**config.mk**
```make
export PLATFORM = sky130hd
export DESIGN_NAME = spi_peripheral_tx
export DESIGN_NICKNAME = d
export VERILOG_FILES = /design/src/rtl/spi_pkg.sv /design/src/rtl/spi_sync_edge.sv /design/src/rtl/spi_peripheral_tx.sv
export SDC_FILE = /design/constraint.sdc
export NUM_CORES = 1
export LEC_CHECK = 0
export BUFFER_PORTS_ARGS = -buffer_cell sky130_fd_sc_hd__buf_2
export CORE_ASPECT_RATIO = 1.1
export CORE_MARGIN = 2
export CORE_UTILIZATION = 55
export CTS_CLUSTER_SIZE = 14
export DETAILED_ROUTE_END_ITERATION = 10
export HOLD_SLACK_MARGIN = 0.02
export PLACE_DENSITY = 0.76
export SYNTH_ARGS = -nofsm -noshare
export SYNTH_HDL_FRONTEND = slang
export SYNTH_SLANG_ARGS = --single-unit
export TNS_END_PERCENT = 1
```
**constraint.sdc**
```tcl
create_clock -name clk -period 2.2 [get_ports clk]
set_clock_uncertainty 0.2 [all_clocks]
set_input_delay 0.33 -clock clk [delete_from_list [all_inputs] [get_ports clk]]
set_output_delay 0.33 -clock clk [all_outputs]
set_load 0.05 [all_outputs]
```
**src/rtl/spi_pkg.sv**
```systemverilog
// Shared SPI link definitions: frame width, transmitter FSM states and the
// debug view exported by the peripheral transmitter.
package spi_pkg;

    localparam int SPI_FRAME_W = 40;
    localparam int SPI_CNT_W   = $clog2(SPI_FRAME_W + 1);

    typedef enum logic [1:0] {
        IDLE  = 2'd0,
        SHIFT = 2'd1,
        DONE  = 2'd2
    } spi_tx_state_e;

    // Internal view of the transmitter, brought out for checkers.
    typedef struct packed {
        spi_tx_state_e          state;
        logic [SPI_CNT_W-1:0]   bit_cnt;
        logic                   hold_full;
        logic                   sclk_rise;
    } spi_tx_dbg_t;

endpackage

```
**src/rtl/spi_sync_edge.sv**
```systemverilog
// Multi-flop synchronizer for an asynchronous input, with single-cycle rise
// and fall pulses taken from the last two synchronized samples.
module spi_sync_edge #(
    parameter int   STAGES  = 2,
    parameter logic RST_VAL = 1'b0
) (
    input  logic clk,
    input  logic rst,
    input  logic din,
    output logic rise,
    output logic fall
);

    logic [STAGES-1:0] sync_q;
    logic              prev_q;

    // Reset to the line's idle level so release never fakes an edge.
    always_ff @(posedge clk or negedge rst) begin
        if (!rst) begin
            sync_q <= {STAGES{RST_VAL}};
            prev_q <= RST_VAL;
        end else begin
            sync_q[0] <= din;
            for (int i = 1; i < STAGES; i++) begin
                sync_q[i] <= sync_q[i-1];
            end
            prev_q <= sync_q[STAGES-1];
        end
    end

    assign rise = sync_q[STAGES-1] & ~prev_q;
    assign fall = ~sync_q[STAGES-1] & prev_q;

endmodule

```
**src/rtl/spi_peripheral_tx.sv**
```systemverilog
// SPI peripheral transmitter: one-entry holding register, MSB-first shift-out
// on MISO, advanced by the master's SCLK falling edges while SS is low.
module spi_peripheral_tx
    import spi_pkg::*;
#(
    parameter int DATA_W      = SPI_FRAME_W,
    parameter int SYNC_STAGES = 2
) (
    input  logic              clk,
    input  logic              rst,
    input  logic [DATA_W-1:0] tx_data,
    input  logic              tx_valid,
    output logic              tx_ready,
    input  logic              SCLK,
    input  logic              SS,
    output logic              MISO,
    output logic              busy,
    output logic              frame_done,
    output logic              frame_err,
    output logic              underrun,
    output spi_tx_dbg_t       dbg
);

    // Handshake: a word moves when tx_valid && tx_ready are both high on a
    // rising clk edge; tx_ready is simply "holding register empty".

    localparam int               CNT_W    = $clog2(DATA_W + 1);
    localparam logic [CNT_W-1:0] CNT_LAST = CNT_W'(DATA_W);

    logic sclk_rise, sclk_fall, ss_rise, ss_fall;

    spi_sync_edge #(.STAGES(SYNC_STAGES), .RST_VAL(1'b0)) u_sclk_sync (
        .clk  (clk),
        .rst  (rst),
        .din  (SCLK),
        .rise (sclk_rise),
        .fall (sclk_fall)
    );

    spi_sync_edge #(.STAGES(SYNC_STAGES), .RST_VAL(1'b1)) u_ss_sync (
        .clk  (clk),
        .rst  (rst),
        .din  (SS),
        .rise (ss_rise),
        .fall (ss_fall)
    );

    spi_tx_state_e     state_q, state_d;
    logic [DATA_W-1:0] shift_q, shift_d;
    logic [DATA_W-1:0] hold_q, hold_d;
    logic [DATA_W-1:0] last_q, last_d;
    logic              hold_full_q, hold_full_d;
    logic [CNT_W-1:0]  cnt_q, cnt_d;
    logic [CNT_W-1:0]  cnt_inc, cnt_eff;
    logic              done_q, done_d;
    logic              err_q, err_d;
    logic              ur_q, ur_d;

    always_ff @(posedge clk or negedge rst) begin
        if (!rst) begin
            state_q     <= IDLE;
            shift_q     <= '0;
            hold_q      <= '0;
            last_q      <= '0;
            hold_full_q <= 1'b0;
            cnt_q       <= '0;
            done_q      <= 1'b0;
            err_q       <= 1'b0;
            ur_q        <= 1'b0;
        end else begin
            state_q     <= state_d;
            shift_q     <= shift_d;
            hold_q      <= hold_d;
            last_q      <= last_d;
            hold_full_q <= hold_full_d;
            cnt_q       <= cnt_d;
            done_q      <= done_d;
            err_q       <= err_d;
            ur_q        <= ur_d;
        end
    end

    always_comb begin
        state_d     = state_q;
        shift_d     = shift_q;
        hold_d      = hold_q;
        last_d      = last_q;
        hold_full_d = hold_full_q;
        cnt_d       = cnt_q;
        done_d      = 1'b0;
        err_d       = 1'b0;
        ur_d        = 1'b0;
        cnt_inc     = (cnt_q == CNT_LAST) ? cnt_q : cnt_q + 1'b1;
        cnt_eff     = sclk_fall ? cnt_inc : cnt_q;

        if (tx_valid && tx_ready) begin
            hold_d      = tx_data;
            hold_full_d = 1'b1;
        end

        unique case (state_q)
            IDLE: begin
                if (ss_fall) begin
                    cnt_d   = '0;
                    state_d = SHIFT;
                    // A word arriving in this very cycle waits for the next frame.
                    if (hold_full_q) begin
                        shift_d     = hold_q;
                        last_d      = hold_q;
                        hold_full_d = 1'b0;
                    end else begin
                        shift_d = last_q;
                        ur_d    = 1'b1;
                    end
                end
            end
            SHIFT: begin
                if (ss_rise) begin
                    cnt_d   = cnt_eff;
                    shift_d = '0;
                    state_d = IDLE;
                    if (cnt_eff == CNT_LAST) begin
                        done_d = 1'b1;
                    end else begin
                        err_d = 1'b1;
                    end
                end else if (sclk_fall) begin
                    // Zeros shift in, so MISO drops to 0 after the last bit.
                    cnt_d   = cnt_inc;
                    shift_d = {shift_q[DATA_W-2:0], 1'b0};
                    if (cnt_inc == CNT_LAST) begin
                        state_d = DONE;
                    end
                end
            end
            DONE: begin
                if (ss_rise) begin
                    done_d  = 1'b1;
                    state_d = IDLE;
                end
            end
            default: begin
                state_d = IDLE;
                shift_d = '0;
            end
        endcase
    end

    assign MISO       = shift_q[DATA_W-1];
    assign tx_ready   = !hold_full_q;
    assign busy       = (state_q != IDLE);
    assign frame_done = done_q;
    assign frame_err  = err_q;
    assign underrun   = ur_q;

    assign dbg.state     = state_q;
    assign dbg.bit_cnt   = SPI_CNT_W'(cnt_q);
    assign dbg.hold_full = hold_full_q;
    assign dbg.sclk_rise = sclk_rise;

    a_pulse_excl: assert property (@(posedge clk) disable iff (!rst)
        !(frame_done && frame_err));
    a_cnt_sat: assert property (@(posedge clk) disable iff (!rst)
        cnt_q <= CNT_LAST);
    a_done_quiet: assert property (@(posedge clk) disable iff (!rst)
        (state_q == DONE) |-> !MISO);
    a_idle_quiet: assert property (@(posedge clk) disable iff (!rst)
        (state_q == IDLE) |-> !MISO);

endmodule
```
### Word level (Yosys, flattened, before mapping)

Cells that the tools add are included.
Widths: inputs -> output; s select.

| storage, ports and cells | value |
|---|---|
| flip-flop bits (word level) | 138 |
| input port bits | 45 |

| cells by class | value |
|---|---|
| add/sub/neg operators | 1 |
| bitwise operators | 9 |
| reduce and logical (&&, ||, !) cells | 9 |
| muxes and demuxes | 29 |
| eq/ne operators | 9 |

Operator list:

| operator | count |
|---|---|
| $mux 40 | 4 |
| $pmux 40 s3 | 1 |
| $eq 6x6->1 const B | 3 |
| $mux 6 | 3 |
| $mux 1 | 13 |
| $pmux 6 s2 | 1 |
| $mux 2 | 5 |
| $add 6x1->6 const B | 1 |
| $ne 3x3->1 const B | 2 |
| $pmux 2 s3 | 1 |
| $not 1->1 | 5 |
| $and 1x1->1 | 4 |
| $ne 2x2->1 const B | 2 |
| $reduce_and 2->1 | 2 |
| $reduce_and 4->1 | 1 |
| $reduce_bool 2->1 | 2 |
| $reduce_and 3->1 | 1 |
| $eq 2x1->1 const B | 1 |
| $eq 2x2->1 const B | 1 |
| $logic_not 2->1 | 1 |
| $pmux 1 s2 | 1 |
| $logic_and 1x1->1 | 1 |
| $logic_not 1->1 | 1 |

### Logic depth before layout (Yosys ltp)

| logic depth | value |
|---|---|
| depth in word-level cells | 7 |
| mapped depth | 8 |

### Modules after synthesis

From an unflattened synthesis, not the netlist that was laid out.

| second synthesis, totals | value |
|---|---|
| cell total of the unflattened synthesis | 548 |
| area total of the unflattened synthesis | 6,261.0 um2 |

By module, submodules not included:

| module | area an instance (um2) | cells each | instances |
|---|---|---|---|
| spi_peripheral_tx | 6,077.1 | 538 | 1 |
| spi_sync_edge at u_ss_sync | 93.8 | 5 | 1 |
| spi_sync_edge at u_sclk_sync | 90.1 | 5 | 1 |

### Least setup slack after synthesis

No wires, ideal clock.

| timing | value |
|---|---|
| path type | register -> register |
| start point | register state_q[0] |
| end point | register shift_q[28] |
| clock period less this slack | 2.402 ns |
| arrival | 2.070 ns |
| setup time | 0.132 ns |
| cell stages (with the launch flop) | 8 |
| setup slack | -0.202 ns |
| cells stage by stage | dfrtp_1 > inv_1 > ha_1 > inv_2 > clkbuf_1 > nor2_1 > a21oi_1 > o2bb2ai_1 |

| on the way | value |
|---|---|
| word-level cells in the longest chain between the ends | 3 |
| elaborated cells between the ends (all ways) | 8 |
| classes of those cells | eq/ne (4); mux (1); bitwise (1); reduce/logical (2) |

RTL lines:

| item | line | RTL |
|---|---|---|
| start: declaration | spi_peripheral_tx.sv:48 | `spi_tx_state_e state_q, state_d;` |
| start signal: assignment | spi_peripheral_tx.sv:71 | `state_q <= state_d;` |
| $eq 2x1->1 (tied with other cells) | spi_peripheral_tx.sv:101 | `unique case (state_q)` |
| $ne 3x3->1 (no line) (tied with other cells) | n/a |  |
| $reduce_and 3->1 (no line) | n/a |  |
| end signal: assignment | spi_peripheral_tx.sv:72 | `shift_q <= shift_d;` |
| end: declaration | spi_peripheral_tx.sv:49 | `logic [DATA_W-1:0] shift_q, shift_d;` |

Several ways; a longest one is shown, not always the timed one.
A chain may end at the register's enable or synchronous reset.

### Final worst setup path

| timing | value |
|---|---|
| start point | register state_q[0] |
| end point | output busy |

| on the way | value |
|---|---|
| word-level cells in the longest chain between the ends | 1 |

RTL lines:

| item | line | RTL |
|---|---|---|
| $reduce_bool 2->1 | spi_peripheral_tx.sv:151 | `assign busy = (state_q != IDLE);` |
| end: declaration | spi_peripheral_tx.sv:17 | `output logic busy,` |

No other way between the ends.

==> results.yml <==
status:
  status: "finished clean"
synthesis:
  syn_inst: 507
  synth_cell_types: 48
  syn_area_um2: 6260
  yosys.area.top_type_share_pct: 54.0
  synth_top_flop_cell: "dfrtp_1"
  ys_seq_elements: 138
  yosysWarnings: 0
  syn-num-nets: 557
  yosys.area.top_type: "dfrtp_1"
  synth-async-reset-ratio_pct: 100
  synth_top_cells_by_area: "dfrtp_1 (54%), mux2_2 (14%), mux2i_1 (6.4%)"
  avgSynthCellArea_um2: 12.3
  seq_area_frac_synth_pct: 55.2
  synth_edf_count: 0
cts:
  cts-root-buf: "clkbuf_16"
  htreeDepth: 4
  post_cts_buffers: 0
  clk_pin_slew_ps: 60
  numCtsBuffers: 17
  clock-sinks: 138
  clkLatencyLatePin_ps: 410
  clockBufferDepth: 2
  cts_tree: "done"
global_route:
  grt.overflow.total: 0
  grt_util_all_layers_pct: 23.9
  grt_max_degree: 49
  grt_pass1_vias: 4763
  antenna_found_initial: 0
  grt_pass1_wl_mm: 23.1
worst_setup_path:
  critPathKind: "flip-flop to primary output"
  end_kind: "primary output"
  rr_startpoint: "state_q[0]$_DFFE_PN0P_"
  crit_path_start_kind: "flip-flop"
  ff2ff_setup_slack_ps: 110
  path_max_fanout: 21
  arrival_ps: 1580
  required_ps: 1670
  startpoint: "state_q[0]$_DFFE_PN0P_"
run:
  maxCapViolCount: 0
sta:
  setup_viol: 0
  postLayoutSetupSlackWorst_ps: 85.6
  maxSlewHeadroom_pct: 63.7
  final-hold-violation-count: 0
  fin_crit_ps: 2110
  rsz0062_at_grt: "yes"
  fin_crit_sh_pct: 96.1
  fmax_mhz: 473
  drv_slew: 0
  worstMarginPinSlew_ps: 541
floorplan:
  die_y_um: 116
  pin_count: 61
  dieArea_um2: 12300
  initial_core_util_pct: 56.9
  row_count: 40
  dieWidth_um: 106
  core-area_um2: 11000
pwr:
  intPower_uw: 7740
  p_seq_share_pct: 37.5
  combPwrFrac_pct: 34.3
  vdd_drop_max_uv: 785
  total_leakage_power_uw: 0.00368
  power_frac_clock_pct: 28.1
  power.density_nw_per_um2: 1460
  swShare_pct: 33.4
  power.switching_uw: 3890
route:
  wl_per_cell_um: 17.4
  first_pass_iters: 4
  avgViaCountPerCell: 5.67
  initialDrtViolationCount: 272
  drcViolationCount: 0
  wirelength_mm: 13.4
  ant_nets: 0
  vias: 4372
min_path:
  min_from: "u_sclk_sync.sync_q[0]$_DFF_PN0_"
  holdCritPathClass: "flip-flop to flip-flop"
placed_design:
  post_dp_cell_area_um2: 6780
  place_hpwl_mm: 7.90
  place_congestion: 0.918
  dp_slack_ps: 29.9
  io_buffers: 60
layout:
  antennaDiodeCount: 0
  fin_nets: 661
  fin_area_um2: 7960
  layout-drive-gt1-share_pct: 33.0
  area.growth.synth_to_final_pct: 27.2
## per-stage QoR
step                      util [%]  TNS [ps]  instances  total power (uW)  hold slack (ps)
after global placement        61.6         0        694              7880             94.7
after global routing          72.3     -11.9        771             12300              156
after detailed placement      61.6         0        694              8120              100
after floorplan                  -      -313        507              7120             -166
final                         72.3         0        771             11600              146
after CTS                     72.3         0        771             11600              150
## cell usage after synthesis (2+ instances only)
cell / instances
o21ai_1: 2
buf_6: 2
o21a_1: 2
buf_2: 22
nor2b_1: 4
buf_4: 3
dfstp_2: 3
clkbuf_1: 10
xnor2_1: 4
dfrtp_1: 135
nor2_1: 47
inv_2: 2
a21oi_1: 43
mux2_2: 79
a22oi_1: 2
mux2_1: 2
o2bb2ai_1: 39
inv_1: 9
mux2i_1: 40
a22o_1: 5
nand2_1: 10
o21ai_0: 6
nand3_1: 2
a32o_1: 3
ha_1: 5
nor3_1: 2
nand2b_1: 2
o221ai_1: 2
## sequential cells by signal, indices dropped and copies added, names as in the netlist
name                cells
shift_q                40
u_sclk_sync.sync_q      2
u_sclk_sync.prev_q      1
last_q                 40
frame_done              1
underrun                1
hold_full_q             1
cnt_q                   6
u_ss_sync.prev_q        1
frame_err               1
u_ss_sync.sync_q        2
hold_q                 40
state_q                 2
## layout by cell type, fill, tap and decap left out, drive strengths merged, types with 2 or more instances in the layout
| master | netlist | layout |
|---|---|---|
| clkbuf | 10 | 21 |
| nand3 | 3 | 3 |
| xnor2 | 4 | 4 |
| clkinv | 0 | 4 |
| o21ai | 8 | 8 |
| inv | 11 | 11 |
| nor2b | 4 | 4 |
| a22o | 5 | 5 |
| dlygate4sd3 | 0 | 44 |
| nand2b | 3 | 3 |
| o2bb2ai | 39 | 39 |
| ha | 5 | 5 |
| o21a | 2 | 2 |
| dfstp | 3 | 3 |
| a22oi | 2 | 2 |
| buf | 28 | 78 |
| a21oi | 44 | 44 |
| bufinv | 0 | 6 |
| nor3 | 2 | 2 |
| dfrtp | 135 | 135 |
| o221ai | 2 | 2 |
| mux2 | 81 | 81 |
| a32o | 3 | 3 |
| nand2 | 10 | 10 |
| mux2i | 40 | 40 |
| nor2 | 47 | 47 |
## layer usage
layer	share of wire [%]	GRT usage [%]
met1	42	29.1
met3	3.2	5.01
met2	54	42.8
met5	0	0
met4	0.99	8.16
## cell families after synthesis
| group | after synthesis | share of synthesized area, % |
|---|---|---|
| compound gates | 113 | 12.8 |
| xor+xnor | 4 | 0.560 |
| fa+ha+maj | 5 | 0.999 |
| buf+inv | 49 | 3.80 |
| flops | 138 | 55.2 |
| mux | 121 | 21.0 |
| simple gates | 77 | 5.68 |
## worst max-delay path, cell delays in order (launching register included)
cell and delay [ps]:
dfrtp_1 400, inv_1 130, ha_2 240, inv_2 80
buf_12 160, buf_6 160
## power groups by stage
stage | sequential (uW) | combinational (uW) | clock [uW]
global route | 4510 | 4370 | 3420
CTS | 4360 | 4000 | 3300
detailed placement | 4370 | 3750 | 0
global placement | 4300 | 3580 | 0
floorplan | 4260 | 2850 | 0
finish | 4370 | 4000 | 3270
## area by class of cell
class / instances / area (um^2)
Inverter: 11 / 41.3
Multi-Input combinational cell: 320 / 2600
Timing Repair Buffer: 123 / 996
Clock inverter: 11 / 215
Tap cell: 147 / 184
Clock buffer: 21 / 470
Sequential cell: 138 / 3460
Fill cell: 724 / 3050
## final timing paths
kind / end / cells past startpoint
worst max-delay path: busy / 5
worst min-delay path: u_sclk_sync.sync_q[1]$_DFF_PN0_ / 0
worst max register to register: last_q[7]$_DFFE_PN0P_ / 7
worst min register to register: u_sclk_sync.sync_q[1]$_DFF_PN0_ / 0
max in group asynchronous: hold_full_q$_DFF_PN0_ / 3
min in group asynchronous: u_sclk_sync.prev_q$_DFF_PN0_ / 2
## timing repair
item	in CTS	in global routing
resized for setup	5	4
hold endpoints to repair	88	0
setup endpoints to repair	1	56
cloned	1	0
hold buffers	44	0
pin swaps	0	0
Power figures use the tool's default switching activity.
